--- src/rtl/wrap_fill_load_controller.sv ---
// Data-cache load-miss controller: hit/miss resolution, word-by-word dirty write-back,
// then a (optionally critical-word-first) refill with optional early restart to the load unit.
module wrap_fill_load_controller #(
   parameter int OFFSET         = 2,
   parameter int TAG            = 16,
   parameter int INDEX          = 12,
   parameter int CRITICAL_FIRST = 1,
   parameter int EARLY_RESTART  = 1
) (
   input  logic              clk_i,
   input  logic              rst_n_i,
   input  logic              stall_i,
   input  logic              invalidate_i,
   input  logic              request_i,
   input  logic [31:0]       address_i,
   output logic [31:0]       data_o,
   output logic              valid_o,
   output logic              busy_o,
   output logic              ld_request_o,
   input  logic              ld_ready_i,
   output logic [31:0]       ld_address_o,
   input  logic              ld_valid_i,
   input  logic [31:0]       ld_data_i,
   output logic              st_request_o,
   input  logic              st_ready_i,
   output logic [31:0]       st_address_o,
   output logic [31:0]       st_data_o,
   input  logic              cache_hit_i,
   input  logic              cache_dirty_i,
   input  logic [TAG-1:0]    cache_tag_i,
   input  logic [31:0]       cache_data_i,
   output logic [31:0]       cache_address_o,
   output logic              cache_read_data_o,
   output logic              cache_read_meta_o,
   output logic              cache_write_data_o,
   output logic              cache_write_meta_o,
   output logic [31:0]       cache_data_o,
   output logic              cache_valid_o,
   output logic              cache_dirty_o
);

   localparam int BLOCK_WORDS = 2 ** OFFSET;

   typedef enum logic [2:0] {IDLE, LOOKUP, WB_READ, WB_STORE, FILL} state_t;

   state_t              state_reg;
   logic [TAG-1:0]      victim_reg;
   logic [OFFSET-1:0]   k_reg;
   logic [OFFSET:0]     q_reg;
   logic [OFFSET:0]     r_reg;
   logic [31:0]         wb_data_reg;
   logic [31:0]         fwd_reg;
   logic                wb_first_reg;
   logic                pending_reg;

   logic [TAG-1:0]      req_tag;
   logic [INDEX-1:0]    req_index;
   logic [OFFSET-1:0]   req_word;
   logic [OFFSET-1:0]   start_word;
   logic [OFFSET-1:0]   q_word;
   logic [OFFSET-1:0]   r_word;
   logic [31:0]         wb_addr;
   logic [31:0]         fill_addr;
   logic [31:0]         resp_addr;
   logic                ld_accept;
   logic                st_accept;
   logic                last_resp;
   logic                is_fwd;
   logic                kill;

   assign req_tag    = address_i[31 -: TAG];
   assign req_index  = address_i[OFFSET+2 +: INDEX];
   assign req_word   = address_i[2 +: OFFSET];
   assign start_word = (CRITICAL_FIRST != 0) ? req_word : '0;
   // Word indices wrap naturally because the sum is truncated to OFFSET bits.
   assign q_word     = start_word + q_reg[OFFSET-1:0];
   assign r_word     = start_word + r_reg[OFFSET-1:0];
   assign wb_addr    = {victim_reg, req_index, k_reg, 2'b00};
   assign fill_addr  = {req_tag, req_index, q_word, 2'b00};
   assign resp_addr  = {req_tag, req_index, r_word, 2'b00};
   assign ld_accept  = ld_request_o & ld_ready_i;
   assign st_accept  = st_request_o & st_ready_i;
   assign last_resp  = (r_reg == (OFFSET+1)'(BLOCK_WORDS - 1));
   assign is_fwd     = (r_word == req_word);
   assign kill       = invalidate_i | pending_reg;
   assign busy_o     = (state_reg != IDLE);

   always_comb begin
      data_o             = '0;
      valid_o            = 1'b0;
      ld_request_o       = 1'b0;
      ld_address_o       = '0;
      st_request_o       = 1'b0;
      st_address_o       = '0;
      st_data_o          = '0;
      cache_address_o    = '0;
      cache_read_data_o  = 1'b0;
      cache_read_meta_o  = 1'b0;
      cache_write_data_o = 1'b0;
      cache_write_meta_o = 1'b0;
      cache_data_o       = '0;
      cache_valid_o      = 1'b0;
      cache_dirty_o      = 1'b0;
      case (state_reg)
         IDLE: begin
            if (rst_n_i) begin
               cache_address_o   = address_i;
               cache_read_data_o = request_i;
               cache_read_meta_o = request_i;
            end
         end
         LOOKUP: begin
            cache_address_o = address_i;
            if (cache_hit_i) begin
               data_o  = cache_data_i;
               valid_o = !invalidate_i;
            end else if (stall_i && !invalidate_i) begin
               // Re-read so the lookup outcome is still current when the stall lifts.
               cache_read_data_o = 1'b1;
               cache_read_meta_o = 1'b1;
            end
         end
         WB_READ: begin
            cache_address_o   = wb_addr;
            cache_read_data_o = 1'b1;
         end
         WB_STORE: begin
            cache_address_o = wb_addr;
            st_request_o    = !stall_i;
            st_address_o    = wb_addr;
            st_data_o       = wb_first_reg ? cache_data_i : wb_data_reg;
         end
         FILL: begin
            cache_address_o = resp_addr;
            ld_request_o    = !q_reg[OFFSET] && !stall_i;
            ld_address_o    = fill_addr;
            if (ld_valid_i) begin
               cache_write_data_o = 1'b1;
               cache_data_o       = ld_data_i;
               if (r_reg == '0) begin
                  cache_write_meta_o = 1'b1;
                  cache_valid_o      = 1'b1;
               end
               if (EARLY_RESTART != 0) begin
                  if (is_fwd) begin
                     data_o  = ld_data_i;
                     valid_o = !kill;
                  end
               end else if (last_resp) begin
                  data_o  = is_fwd ? ld_data_i : fwd_reg;
                  valid_o = !kill;
               end
            end
         end
         default: ;
      endcase
   end

   always_ff @(posedge clk_i or negedge rst_n_i) begin
      if (!rst_n_i) begin
         state_reg    <= IDLE;
         victim_reg   <= '0;
         k_reg        <= '0;
         q_reg        <= '0;
         r_reg        <= '0;
         wb_data_reg  <= '0;
         fwd_reg      <= '0;
         wb_first_reg <= 1'b0;
         pending_reg  <= 1'b0;
      end else begin
         wb_first_reg <= 1'b0;
         case (state_reg)
            IDLE: begin
               pending_reg <= 1'b0;
               if (request_i) state_reg <= LOOKUP;
            end
            LOOKUP: begin
               if (cache_hit_i) begin
                  state_reg <= IDLE;
               end else begin
                  victim_reg <= cache_tag_i;
                  if (invalidate_i) begin
                     state_reg <= IDLE;
                  end else if (!stall_i) begin
                     k_reg     <= '0;
                     q_reg     <= '0;
                     r_reg     <= '0;
                     state_reg <= cache_dirty_i ? WB_READ : FILL;
                  end
               end
            end
            WB_READ: begin
               if (invalidate_i) pending_reg <= 1'b1;
               wb_first_reg <= 1'b1;
               state_reg    <= WB_STORE;
            end
            WB_STORE: begin
               if (wb_first_reg) wb_data_reg <= cache_data_i;
               if (invalidate_i) pending_reg <= 1'b1;
               if (st_accept) begin
                  k_reg <= k_reg + 1'b1;
                  // A flushed write-back stops after the in-flight word; the line stays dirty.
                  if (kill)              state_reg <= IDLE;
                  else if (k_reg == '1)  state_reg <= FILL;
                  else                   state_reg <= WB_READ;
               end
            end
            FILL: begin
               if (invalidate_i) pending_reg <= 1'b1;
               if (ld_accept) q_reg <= q_reg + 1'b1;
               if (ld_valid_i) begin
                  r_reg <= r_reg + 1'b1;
                  if (is_fwd) fwd_reg <= ld_data_i;
                  if (last_resp) state_reg <= IDLE;
               end
            end
            default: state_reg <= IDLE;
         endcase
      end
   end

endmodule

--- config.mk ---
export PLATFORM = sky130hd
export DESIGN_NAME = wrap_fill_load_controller
export DESIGN_NICKNAME = d
export VERILOG_FILES = /design/src/rtl/wrap_fill_load_controller.sv
export SDC_FILE = /design/constraint.sdc
export NUM_CORES = 1
export LEC_CHECK = 0
export CAP_MARGIN = 30
export CORE_AREA = 5 5 121 123
export DETAILED_ROUTE_END_ITERATION = 7
export DIE_AREA = 0 0 126 128
export DONT_BUFFER_PORTS = 1
export HOLD_SLACK_MARGIN = 0.02
export PLACE_DENSITY = 0.49
export REMOVE_ABC_BUFFERS = 1
export SKIP_LAST_GASP = 1
export SLEW_MARGIN = 20
export SYNTH_ARGS = -nofsm -noshare
export SYNTH_HDL_FRONTEND = slang
export SYNTH_SLANG_ARGS = --single-unit
--- constraint.sdc ---
create_clock -name clk_i -period 2.7 [get_ports clk_i]
set_input_delay 0.54 -clock clk_i [delete_from_list [all_inputs] [get_ports clk_i]]
set_output_delay 0.54 -clock clk_i [all_outputs]
set_load 0.01 [all_outputs]
==> results.sh, run 1 <==
export IMPL_post_cts_setup_inserts=0
export IMPL_synth_mux_area_fraction_pct=22.48
export IMPL_timing_clock_skew_ps=5.025
export IMPL_number_of_flip_flops_in_the_largest_register=32
export IMPL_synth_top_cell_area_share_pct=32.27
export IMPL_grt_setup_unrepaired="false"
export IMPL_route_final_wire_length_mm=15.97
export IMPL_clock_sink_count=61
export IMPL_fmaxAchievable_mhz=396.3
export IMPL_timing_hold_violations_final=0
export IMPL_yosys_area_share_adder_pct=1.851
export IMPL_synth_async_reset_ratio_pct=100.0
export IMPL_first_global_vias=4203
export IMPL_dieHeight_um=128
export IMPL_layout_filler_cells=1340
export IMPL_cts_root_buffer="sky130_fd_sc_hd__clkbuf_16"
export IMPL_dr_total_vias=3991
export IMPL_worst_setup_hold_path_clk_slew_ps=50
export IMPL_share_of_layout_cells_above_drive_strength_1_pct=29.80
export IMPL_critical_path_endpoint_type="primary output"
export IMPL_period_needed_ps=2523
export IMPL_flip_flop_and_latch_count_after_synthesis=61
export IMPL_initialDrtViolationCount=137
export IMPL_outcome="complete, no violations"
export IMPL_rr_worst_depth=6
export IMPL_cts_root_to_sink_buffers=2
export IMPL_finish_utilization_pct=41.85
export IMPL_initial_utilization_pct=34.89
export IMPL_syn_area_per_cell_sq_um=9.876
export IMPL_place_detailed_instances=701
export IMPL_power_leakage_nw=2.743
export IMPL_warning_count_from_the_yosys_run=0
export IMPL_grt_pass1_wl_mm=24.02
export IMPL_max_slew_margin_rel_pct=59.33
export IMPL_timing_rr_end="q_reg[0]$_DFFE_PN0P_"
export IMPL_synthSimpleGateAreaFrac_pct=22.48
export IMPL_main_combinational_cell_family_by_area_after_synthesis="simple AND/OR/NAND/NOR gates"
export IMPL_timing_final_crit_share_pct=93.46
export IMPL_grt_use_total_pct=18.71
export IMPL_boundaryPins=324
export IMPL_pin_count_of_the_biggest_net_entering_global_routing=62
export IMPL_dpl_cell_area_sq_mm=0.005359
export IMPL_netlist_area_sq_mm=0.004731
export IMPL_wl_per_cell_um=22.25
export IMPL_synth_sequential_area_ratio_pct=32.27
export IMPL_synth_compound_area_share_pct=13.14
export IMPL_ant_nets=0
export IMPL_layout_nets=662
export IMPL_global_route_overflow_total=0
export IMPL_final_setup_viol_count=0
export IMPL_clock_tree_from_tritoncts="yes"
export IMPL_seqCellArea_sq_mm=0.001528
export IMPL_avgViaCountPerCell=5.558
export IMPL_required_ps=2160
export IMPL_detailedRoute_firstPassIterationCount=4
export IMPL_holdCritPathClass="in -> async"
export IMPL_clock_latency_ps=320
export IMPL_synth_distinct_cells=49
export IMPL_die_area_sq_mm=0.01613
export IMPL_portBuffers=0
export IMPL_cap_violations=0
export IMPL_worst_r2r_startpoint="state_reg[2]$_DFFE_PN0P_"
export IMPL_cts_made_buffers=9
export IMPL_dp_hpwl_mm=11.98
export IMPL_final_max_slew_violation_count=0
export IMPL_crit_slowest_cell="sky130_fd_sc_hd__dfrtp_1"
export IMPL_mostFrequentLayoutCell="sky130_fd_sc_hd__buf_4"
export IMPL_hold_worst_slack_ps=82.07
export IMPL_place_congestion=0.8456
export IMPL_worst_slew_pin_transition_ps=610.0
export IMPL_timing_worst_setup_path_type="reg -> out"
export IMPL_yosys_area_share_xor_xnor_pct=0.7405
export IMPL_finalInstanceArea_sq_mm=0.005674
export IMPL_design_core_area_sq_mm=0.01356
export IMPL_cp_cell_sequence="ha_1, xor2_1, nor2_2, buf_4, a22o_1"
export IMPL_h_tree_depth=3
export IMPL_multi_input_area_sq_mm=0.002893
export IMPL_synth_area_leaders="sky130_fd_sc_hd__dfrtp_1 (32%), sky130_fd_sc_hd__mux2_4 (13%), sky130_fd_sc_hd__and2_1 (10%), sky130_fd_sc_hd__a22o_1 (9.4%), sky130_fd_sc_hd__mux2i_1 (7.4%)"
export IMPL_totalNegativeSetupSlack_ps=0
export IMPL_synthFlopType="sky130_fd_sc_hd__dfrtp_1"
export IMPL_startpoint_type="register"
export IMPL_drc_errors=0
export IMPL_crit_arrival_ps=1980
export IMPL_max_vdd_ir_drop_mv=0.3078
export IMPL_final_cells=718
export IMPL_grt_antenna_before_repair=1
export IMPL_syn_inst=479
export IMPL_num_rows=43
export IMPL_die_x_um=126
export IMPL_edff_count_synth=0
export IMPL_critPathMaxStageDelay_ps=420
export IMPL_yosysTopAreaCell="sky130_fd_sc_hd__dfrtp_1"
export IMPL_area_growth_syn_to_layout_pct=19.94
export IMPL_crit_fanout=32
export IMPL_power_density_mw_per_mm2=914.2
export IMPL_setup_reg_to_reg_worst_slack_ps=610
export IMPL_layout_common_cells="sky130_fd_sc_hd__buf_4 (82), sky130_fd_sc_hd__and2_1 (77), sky130_fd_sc_hd__dfrtp_1 (60)"
==> synthesized netlist by cell type (2+ instances only) <==
master                      n
sky130_fd_sc_hd__nand3_1    2
sky130_fd_sc_hd__nand2_1   10
sky130_fd_sc_hd__nor3_1     4
sky130_fd_sc_hd__nand2b_1   2
sky130_fd_sc_hd__nor2_1    50
sky130_fd_sc_hd__xor2_1     3
sky130_fd_sc_hd__mux2i_1   35
sky130_fd_sc_hd__buf_2     13
sky130_fd_sc_hd__mux2_2    10
sky130_fd_sc_hd__a22o_1    51
sky130_fd_sc_hd__and2_1    77
sky130_fd_sc_hd__nand3b_1   2
sky130_fd_sc_hd__and3_1    31
sky130_fd_sc_hd__mux2_4    40
sky130_fd_sc_hd__o22ai_1    2
sky130_fd_sc_hd__a21oi_1    5
sky130_fd_sc_hd__o21ai_0    5
sky130_fd_sc_hd__buf_6      8
sky130_fd_sc_hd__clkbuf_1  18
sky130_fd_sc_hd__buf_4      7
sky130_fd_sc_hd__dfrtp_1   61
sky130_fd_sc_hd__a41oi_1    2
sky130_fd_sc_hd__ha_1       7
sky130_fd_sc_hd__a31oi_1    2
sky130_fd_sc_hd__inv_1      8
==> kinds of logic after synthesis <==
family          count (synthesis)
flops                          61
other cells                     1
buf+inv                        56
simple gates                  188
xor+xnor                        4
fa+ha+maj                       7
mux                            85
compound gates                 77
==> worst max-delay path: cells and delay by family, from the launching register on <==
kind | cells | cell delay, ps
buf+inv | 1 | 340
compound gates | 1 | 250
simple gates | 1 | 110
xor+xnor | 1 | 180
fa+ha+maj | 1 | 320
flops | 1 | 420
==> per-layer routing <==
metal,GRT usage (%),vias up,share of wire [%]
met3,5.250,13,8.5
met1,20.78,1954,38
met4,4.164,0,1.1
met2,35.43,225,53
met5,0,-,0
li1,-,1799,-
==> timing repair <==
item                       4_1_cts  5_1_grt
gates resized for setup          0        1
hold buffers                     1        0
hold endpoints to repair        61        0
setup endpoints to repair        0       12
==> report_power, final <==
part / switching (W) / total, W / internal [W]
logic: 0.00142 / 0.00259 / 0.00117
clock network: 0.000415 / 0.00112 / 0.000704
registers: 0.000250 / 0.00148 / 0.00123
total: 0.00208 / 0.00519 / 0.00310
==> worst max-delay path by stage <==
stage / from / end / slack (ps) / cells past startpoint
5_1_grt: state_reg[2]$_DFFE_PN0P_ / cache_address_o[3] / 30 / 5
6_report: r_reg[0]$_DFFE_PN0P_ / data_o[12] / 180 / 5
3_3_place_gp: address_i[2] / data_o[21] / 440 / 5
3_5_place_dp: address_i[2] / data_o[21] / 420 / 5
2_1_floorplan: address_i[2] / valid_o / -280 / 5
4_1_cts: state_reg[2]$_DFFE_PN0P_ / data_o[27] / 100 / 4
==> metrics by stage <==
step,worst slack [ps],power (W)
2_1_floorplan,-284.8,0.003293
3_3_place_gp,441.7,0.004021
3_5_place_dp,419.2,0.004075
4_1_cts,100.2,0.005259
5_1_grt,30.84,0.005539
6_report,176.6,0.005187
==> final cells by class <==
cell class,instances,share of cell area (%)
Antenna cell,1,0.04410
Tap cell,180,3.969
Clock buffer,10,4.035
Clock inverter,5,0.9261
Inverter,8,0.5292
Multi-Input combinational cell,366,50.98
Sequential cell,61,26.92
Timing Repair Buffer,87,12.59
(Power assumes the default switching activity.)
==> run 2, diff against run 1 <==
CAP_MARGIN = 25   (was 30)
==> results of run 2 <==
The final DEF is identical to that of run 1; final timing and power are the same.
